<file path="config.mk">
export PLATFORM = sky130hd
export DESIGN_NAME = mem_port_arbiter_flat
export DESIGN_NICKNAME = d
export VERILOG_FILES = /design/src/rtl/mem_port_arbiter_if.sv /design/src/rtl/mem_port_arbiter.sv /design/src/flat_wrapper.sv
export SDC_FILE = /design/constraint.sdc
export NUM_CORES = 1
export LEC_CHECK = 0
export CAP_MARGIN = 10
export CORE_MARGIN = 4
export CORE_UTILIZATION = 25
export DETAILED_ROUTE_END_ITERATION = 10
export PLACE_DENSITY = 0.46
export SLEW_MARGIN = 20
export SYNTH_ARGS = -nofsm -noshare
export SYNTH_HDL_FRONTEND = slang
export SYNTH_SLANG_ARGS = --single-unit
export TNS_END_PERCENT = 100
</file>
<file path="constraint.sdc">
create_clock -name CLK -period 2.4 [get_ports CLK]
set_input_delay 0.48 -clock CLK [delete_from_list [all_inputs] [get_ports CLK]]
set_output_delay 0.48 -clock CLK [all_outputs]
set_load 0.02 [all_outputs]
</file>
<file path="src/rtl/mem_port_arbiter_if.sv">
// Bundle of requester (fetch/data) and memory-side signals around the shared memory port.
// The slave modport is the arbiter's view; master is the environment (requesters + memory).
interface mem_port_arbiter_if #(
  parameter int AW = 32,
  parameter int DW = 32
);
  logic          I_REQ;
  logic [AW-1:0] I_ADDR;
  logic [DW-1:0] I_RDATA;
  logic          I_RDY;
  logic          D_REQ;
  logic          D_WE;
  logic [AW-1:0] D_ADDR;
  logic [DW-1:0] D_WDATA;
  logic [DW-1:0] D_RDATA;
  logic          D_RDY;
  logic          M_REQ;
  logic          M_WE;
  logic [AW-1:0] M_ADDR;
  logic [DW-1:0] M_WDATA;
  logic [DW-1:0] M_RDATA;
  logic          M_RDY;
  logic          BUSY;

  modport slave (
    input  I_REQ, I_ADDR, D_REQ, D_WE, D_ADDR, D_WDATA, M_RDATA, M_RDY,
    output I_RDATA, I_RDY, D_RDATA, D_RDY, M_REQ, M_WE, M_ADDR, M_WDATA, BUSY
  );

  modport master (
    output I_REQ, I_ADDR, D_REQ, D_WE, D_ADDR, D_WDATA, M_RDATA, M_RDY,
    input  I_RDATA, I_RDY, D_RDATA, D_RDY, M_REQ, M_WE, M_ADDR, M_WDATA, BUSY
  );
endinterface

</file>
<file path="src/rtl/mem_port_arbiter.sv">
// Shares one memory port between instruction fetch and data load/store, one transaction at a time.
// Optional macro FAIR_ARB_EN selects round-robin arbitration instead of data-over-fetch priority.
module mem_port_arbiter #(
  parameter int AW = 32,
  parameter int DW = 32
) (
  input  logic              CLK,
  input  logic              RST_N,
  mem_port_arbiter_if.slave bus
);

  typedef enum logic [1:0] {
    ST_IDLE  = 2'd0,
    ST_ISSUE = 2'd1,
    ST_WAIT  = 2'd2
  } state_t;

  state_t        state_q,    state_d;
  logic          i_pend_q,   i_pend_d;
  logic [AW-1:0] i_addr_q,   i_addr_d;
  logic          d_pend_q,   d_pend_d;
  logic          d_we_q,     d_we_d;
  logic [AW-1:0] d_addr_q,   d_addr_d;
  logic [DW-1:0] d_wdata_q,  d_wdata_d;
  logic          win_data_q, win_data_d;
  logic          m_req_q,    m_req_d;
  logic          m_we_q,     m_we_d;
  logic [AW-1:0] m_addr_q,   m_addr_d;
  logic [DW-1:0] m_wdata_q,  m_wdata_d;
  logic [DW-1:0] i_rdata_q,  i_rdata_d;
  logic [DW-1:0] d_rdata_q,  d_rdata_d;
  logic          i_rdy_q,    i_rdy_d;
  logic          d_rdy_q,    d_rdy_d;
  logic          busy_q,     busy_d;
  logic          win_data_s;
`ifdef FAIR_ARB_EN
  logic          last_data_q, last_data_d;
`endif

  // Request capture, arbitration and transaction sequencing
  always_comb begin
    state_d    = state_q;
    i_pend_d   = i_pend_q;
    i_addr_d   = i_addr_q;
    d_pend_d   = d_pend_q;
    d_we_d     = d_we_q;
    d_addr_d   = d_addr_q;
    d_wdata_d  = d_wdata_q;
    win_data_d = win_data_q;
    m_req_d    = 1'b0;
    m_we_d     = m_we_q;
    m_addr_d   = m_addr_q;
    m_wdata_d  = m_wdata_q;
    i_rdata_d  = i_rdata_q;
    d_rdata_d  = d_rdata_q;
    i_rdy_d    = 1'b0;
    d_rdy_d    = 1'b0;
    win_data_s = 1'b0;
`ifdef FAIR_ARB_EN
    last_data_d = last_data_q;
`endif

    // PEND stays set through the transaction, so this also drops requests while in flight
    if (bus.I_REQ && !i_pend_q) begin
      i_pend_d = 1'b1;
      i_addr_d = bus.I_ADDR;
    end else begin
      i_pend_d = i_pend_q;
    end

    if ((bus.D_REQ || bus.D_WE) && !d_pend_q) begin
      d_pend_d  = 1'b1;
      d_we_d    = bus.D_WE;
      d_addr_d  = bus.D_ADDR;
      d_wdata_d = bus.D_WDATA;
    end else begin
      d_pend_d = d_pend_q;
    end

`ifdef FAIR_ARB_EN
    if (d_pend_d && i_pend_d) begin
      win_data_s = ~last_data_q;
    end else begin
      win_data_s = d_pend_d;
    end
`else
    win_data_s = d_pend_d;
`endif

    case (state_q)
      ST_IDLE: begin
        if (i_pend_d || d_pend_d) begin
          win_data_d = win_data_s;
          m_req_d    = 1'b1;
          if (win_data_s) begin
            m_addr_d  = d_addr_d;
            m_we_d    = d_we_d;
            m_wdata_d = d_wdata_d;
          end else begin
            m_addr_d  = i_addr_d;
            m_we_d    = 1'b0;
            m_wdata_d = {DW{1'b0}};
          end
`ifdef FAIR_ARB_EN
          last_data_d = win_data_s;
`endif
          state_d = ST_ISSUE;
        end else begin
          state_d = ST_IDLE;
        end
      end
      ST_ISSUE: begin
        state_d = ST_WAIT;
      end
      ST_WAIT: begin
        if (bus.M_RDY) begin
          if (win_data_q) begin
            d_rdy_d  = 1'b1;
            d_pend_d = 1'b0;
            if (!d_we_q) begin
              d_rdata_d = bus.M_RDATA;
            end else begin
              d_rdata_d = d_rdata_q;
            end
          end else begin
            i_rdy_d   = 1'b1;
            i_pend_d  = 1'b0;
            i_rdata_d = bus.M_RDATA;
          end
          state_d = ST_IDLE;
        end else begin
          state_d = ST_WAIT;
        end
      end
      default: begin
        state_d = ST_IDLE;
      end
    endcase

    busy_d = (state_d != ST_IDLE) || i_pend_d || d_pend_d;
  end

  // State and output registers
  always_ff @(posedge CLK or negedge RST_N) begin
    if (!RST_N) begin
      state_q    <= ST_IDLE;
      i_pend_q   <= 1'b0;
      i_addr_q   <= {AW{1'b0}};
      d_pend_q   <= 1'b0;
      d_we_q     <= 1'b0;
      d_addr_q   <= {AW{1'b0}};
      d_wdata_q  <= {DW{1'b0}};
      win_data_q <= 1'b0;
      m_req_q    <= 1'b0;
      m_we_q     <= 1'b0;
      m_addr_q   <= {AW{1'b0}};
      m_wdata_q  <= {DW{1'b0}};
      i_rdata_q  <= {DW{1'b0}};
      d_rdata_q  <= {DW{1'b0}};
      i_rdy_q    <= 1'b0;
      d_rdy_q    <= 1'b0;
      busy_q     <= 1'b0;
    end else begin
      state_q    <= state_d;
      i_pend_q   <= i_pend_d;
      i_addr_q   <= i_addr_d;
      d_pend_q   <= d_pend_d;
      d_we_q     <= d_we_d;
      d_addr_q   <= d_addr_d;
      d_wdata_q  <= d_wdata_d;
      win_data_q <= win_data_d;
      m_req_q    <= m_req_d;
      m_we_q     <= m_we_d;
      m_addr_q   <= m_addr_d;
      m_wdata_q  <= m_wdata_d;
      i_rdata_q  <= i_rdata_d;
      d_rdata_q  <= d_rdata_d;
      i_rdy_q    <= i_rdy_d;
      d_rdy_q    <= d_rdy_d;
      busy_q     <= busy_d;
    end
  end

`ifdef FAIR_ARB_EN
  // Last granted port; fetch after reset so data wins the first collision
  always_ff @(posedge CLK or negedge RST_N) begin
    if (!RST_N) begin
      last_data_q <= 1'b0;
    end else begin
      last_data_q <= last_data_d;
    end
  end
`endif

  assign bus.M_REQ   = m_req_q;
  assign bus.M_WE    = m_we_q;
  assign bus.M_ADDR  = m_addr_q;
  assign bus.M_WDATA = m_wdata_q;
  assign bus.I_RDATA = i_rdata_q;
  assign bus.I_RDY   = i_rdy_q;
  assign bus.D_RDATA = d_rdata_q;
  assign bus.D_RDY   = d_rdy_q;
  assign bus.BUSY    = busy_q;

endmodule
</file>
<file path="src/flat_wrapper.sv">
// flat-port wrapper written by rule: the top's interface ports become plain ports
module mem_port_arbiter_flat 
#(
  parameter int AW = 32,
  parameter int DW = 32
)
  (CLK, RST_N, bus_I_REQ, bus_I_ADDR, bus_D_REQ, bus_D_WE, bus_D_ADDR, bus_D_WDATA, bus_M_RDATA, bus_M_RDY, bus_I_RDATA, bus_I_RDY, bus_D_RDATA, bus_D_RDY, bus_M_REQ, bus_M_WE, bus_M_ADDR, bus_M_WDATA, bus_BUSY);
  mem_port_arbiter_if #(.AW(AW), .DW(DW)) bus_i ();
  input  logic CLK;
  input  logic RST_N;
  input wire logic [$bits(bus_i.I_REQ)-1:0] bus_I_REQ;
  input wire logic [$bits(bus_i.I_ADDR)-1:0] bus_I_ADDR;
  input wire logic [$bits(bus_i.D_REQ)-1:0] bus_D_REQ;
  input wire logic [$bits(bus_i.D_WE)-1:0] bus_D_WE;
  input wire logic [$bits(bus_i.D_ADDR)-1:0] bus_D_ADDR;
  input wire logic [$bits(bus_i.D_WDATA)-1:0] bus_D_WDATA;
  input wire logic [$bits(bus_i.M_RDATA)-1:0] bus_M_RDATA;
  input wire logic [$bits(bus_i.M_RDY)-1:0] bus_M_RDY;
  output wire logic [$bits(bus_i.I_RDATA)-1:0] bus_I_RDATA;
  output wire logic [$bits(bus_i.I_RDY)-1:0] bus_I_RDY;
  output wire logic [$bits(bus_i.D_RDATA)-1:0] bus_D_RDATA;
  output wire logic [$bits(bus_i.D_RDY)-1:0] bus_D_RDY;
  output wire logic [$bits(bus_i.M_REQ)-1:0] bus_M_REQ;
  output wire logic [$bits(bus_i.M_WE)-1:0] bus_M_WE;
  output wire logic [$bits(bus_i.M_ADDR)-1:0] bus_M_ADDR;
  output wire logic [$bits(bus_i.M_WDATA)-1:0] bus_M_WDATA;
  output wire logic [$bits(bus_i.BUSY)-1:0] bus_BUSY;
  assign bus_i.I_REQ = bus_I_REQ;
  assign bus_i.I_ADDR = bus_I_ADDR;
  assign bus_i.D_REQ = bus_D_REQ;
  assign bus_i.D_WE = bus_D_WE;
  assign bus_i.D_ADDR = bus_D_ADDR;
  assign bus_i.D_WDATA = bus_D_WDATA;
  assign bus_i.M_RDATA = bus_M_RDATA;
  assign bus_i.M_RDY = bus_M_RDY;
  assign bus_I_RDATA = bus_i.I_RDATA;
  assign bus_I_RDY = bus_i.I_RDY;
  assign bus_D_RDATA = bus_i.D_RDATA;
  assign bus_D_RDY = bus_i.D_RDY;
  assign bus_M_REQ = bus_i.M_REQ;
  assign bus_M_WE = bus_i.M_WE;
  assign bus_M_ADDR = bus_i.M_ADDR;
  assign bus_M_WDATA = bus_i.M_WDATA;
  assign bus_BUSY = bus_i.BUSY;
  mem_port_arbiter #(.AW(AW), .DW(DW)) u_core (.CLK(CLK), .RST_N(RST_N), .bus(bus_i));
endmodule
</file>
==> impl_metrics.py <==
metrics = {
    "outcome": {
        "outcome": "complete, no violations",
    },
    "setup_path": {
        "slowest_stage": "clkdlybuf4s50_1",
        "crit_path_cell_trace": "clkdlybuf4s50_1",
        "worst-r2r-setup-slack_ns": 0.64,
        "path_depth": 1,
        "worst-setup-path-type": "reg2out",
        "cp.arrival_ns": 1.82,
        "worstSetupEndpointType": "output port",
        "r2r-start": "u_core.state_q[0]",
        "rr_worst_depth": 5,
        "start_kind": "register",
        "required_ns": 1.92,
        "r2r-end": "u_core.bus.D_RDATA[28]",
        "crit_family": "buffers and inverters",
        "path_buf_inv": 1,
        "crit_fanout": 7,
        "critPathMaxStageDelay_ns": 0.75,
    },
    "yosys": {
        "synth-main-ff-cell": "dfrtp_1",
        "async_flop_share": 1.000,
        "synthCells": 691,
        "synth_common_cells": "dfrtp_1 (234), mux2_2 (155), nand2_1 (101), nand3_1 (34), o22ai_1 (32)",
        "synth_area_leader_cell": "dfrtp_1",
        "syn_area_um2": 9203,
        "synth_edf_count": 0,
        "yosys.cell_types.count": 27,
        "synth.most_common_cell": "dfrtp_1",
        "syn_nets": 825,
        "yosysSeqAreaShare": 0.6363,
        "syn_area_per_cell_um2": 13.32,
        "synth_area_leaders": "dfrtp_1 (64%), mux2_2 (19%), nand2_1 (4.1%)",
        "synth_top_area_share": 0.6363,
        "synth-seq-cells": 234,
        "yosys_warnings": 0,
    },
    "timing": {
        "worst_slack_ns": 0.1030,
        "hold_violations": 0,
        "fin_skew_ns": 0.01560,
        "relSlewSlack": 0.6945,
        "worstMarginPinSlew_ns": 0.4582,
        "setup_viol": 0,
        "rsz0062_at_grt": "no",
        "fmax_mhz": 435.4,
        "final.period_utilization": 0.9571,
        "maxSlewViolCount": 0,
        "tns_ns": 0,
        "min_period_ns": 2.297,
    },
    "clock_tree": {
        "ctsHtreeMaxLevel": 1,
        "cts_buffers": 28,
        "cts_max_path_buffers": 3,
        "cts_tree": "yes",
        "clock-root-buffer": "clkbuf_16",
        "clkSinkCount": 234,
        "clock_latency_ns": 0.54,
        "clk_pin_slew_worst_paths_ns": 0.06,
        "post_cts_buffers": 0,
    },
    "detailed_routing": {
        "first_pass_iters": 4,
        "wl_um": 26300,
        "drc": 0,
        "vias_per_cell": 4.353,
        "ant_nets": 0,
        "wl_per_cell_um": 18.08,
        "vias": 6334,
        "drt_iter0_markers": 179,
    },
    "final_layout": {
        "fill_cells": 3564,
        "multi_input_area_um2": 3075,
        "drive_above_1_share": 0.2323,
        "fin_nets": 1101,
        "regArea_um2": 5856,
        "syn2layout_area_growth_pct": 46.35,
        "design_area_um2": 13470,
        "fin_cells": 1455,
    },
    "place": {
        "gp_congestion": 0.7176,
        "dp_hpwl_um": 17270,
        "io_buffer_count": 266,
        "place.detailed.instances": 1404,
        "post_dp_cell_area_um2": 12520,
        "dp_slack_ns": 0.1430,
    },
    "min_path": {
        "hp-class": "in2async",
    },
    "grt": {
        "antenna_found_initial": 1,
        "grt_pass1_wl_um": 40920,
        "grt_overflow": 0,
        "grt_max_degree": 58,
        "first_global_vias": 6933,
        "track_usage": 0.1291,
    },
    "power_and_ir_drop": {
        "peakVddDrop_v": 0.0006273,
        "p_leak_nw": 5.746,
        "powerDensity_nw_per_um2": 1422,
    },
    "floorplanning": {
        "core_area_um2": 36430,
        "ios": 267,
        "die_height_um": 199.9,
        "start_util": 0.2526,
        "rows": 70,
        "dieWidth_um": 199.9,
        "die-area_um2": 39940,
    },
    "run": {
        "cap_violations": 0,
    },
}
## per-stage QoR
stage | power, W | util | hold WS [ns]
2_1_floorplan | 0.01139 | - | 0.1844
3_3_place_gp | 0.01501 | 0.3435 | 0.4556
3_5_place_dp | 0.01510 | 0.3435 | 0.4562
4_1_cts | 0.01953 | 0.3696 | 0.4643
5_1_grt | 0.02044 | 0.3696 | 0.4850
6_report | 0.01915 | 0.3696 | 0.4719
## report_power, final
part           switching, W  total (W)  internal, W  leakage, nW
Combinational       0.00408    0.00812      0.00403         2.46
Sequential         0.000879    0.00677      0.00589         2.83
Clock               0.00164    0.00427      0.00263        0.457
## flip-flops by register name (all words and copies together), names as in the netlist
signal and cells:
u_core.bus.D_RDY 1, u_core.bus.M_ADDR 32, u_core.bus.M_WE 1, u_core.win_data_q 1, u_core.i_addr_q 32, u_core.i_pend_q 1
u_core.bus.I_RDY 1, u_core.d_pend_q 1, u_core.d_wdata_q 32, u_core.d_we_q 1, u_core.state_q 2, u_core.d_addr_q 32
u_core.bus.I_RDATA 32, u_core.bus.D_RDATA 32, u_core.bus.M_WDATA 32, u_core.bus.BUSY 1
## what timing repair did
action                    CTS  global route
hold endpoints to repair   46             0
hold buffers                1             0
gates resized for setup     0             0
## worst max path at each step
stage                           start                      to
floorplan           u_core.state_q[0]  u_core.bus.D_RDATA[10]
global placement             bus_D_WE  u_core.bus.M_WDATA[21]
detailed placement           bus_D_WE  u_core.bus.M_WDATA[28]
CTS                 u_core.state_q[0]               bus_M_REQ
global route        u_core.state_q[0]               bus_M_REQ
finish              u_core.state_q[0]               bus_M_REQ
## cell families (layout without fill, tap and decap cells)
kind of cell	count (synthesis)	in the layout	synth area share
buffers and inverters	45	340	0.03154
multiplexers	162	162	0.1982
other	0	1	0
flip-flops	234	234	0.6363
AND/OR/NAND/NOR	166	166	0.07655
AO/OA/AOI/OAI	84	84	0.05738
## cell type report
type,count,area share
diodes,1,0.0001858
clock buffers,44,0.06317
flip-flops and latches,234,0.4348
multi-input cells,412,0.2284
well taps,468,0.04348
clock inverters,5,0.006596
inverters,3,0.0008361
repair buffers,288,0.2226
## cell usage in the layout, fill, tap and decap left out, drive strengths merged, types with 2 or more instances in the layout
master         netlist  layout
a21oi               16      16
o31ai               18      18
dfrtp              234     234
inv                  3       3
clkdlybuf4s50        0     265
o22ai               32      32
nand3               34      34
nand2              102     102
o21ai               16      16
nor3                 3       3
bufinv               0       2
buf                 33      22
clkbuf               9      44
nor2                24      24
mux2               162     162
clkinv               0       2
## metal layers
layer  share of wire  vias to the layer above  GRT usage
li1                -                     2983          -
met1            0.43                     3139     0.1681
met2            0.47                      174     0.2089
met3           0.082                       38    0.04213
met4           0.022                        0    0.03421
met5               0                        -          0
No activity file was read; power rests on OpenSTA's default activity.
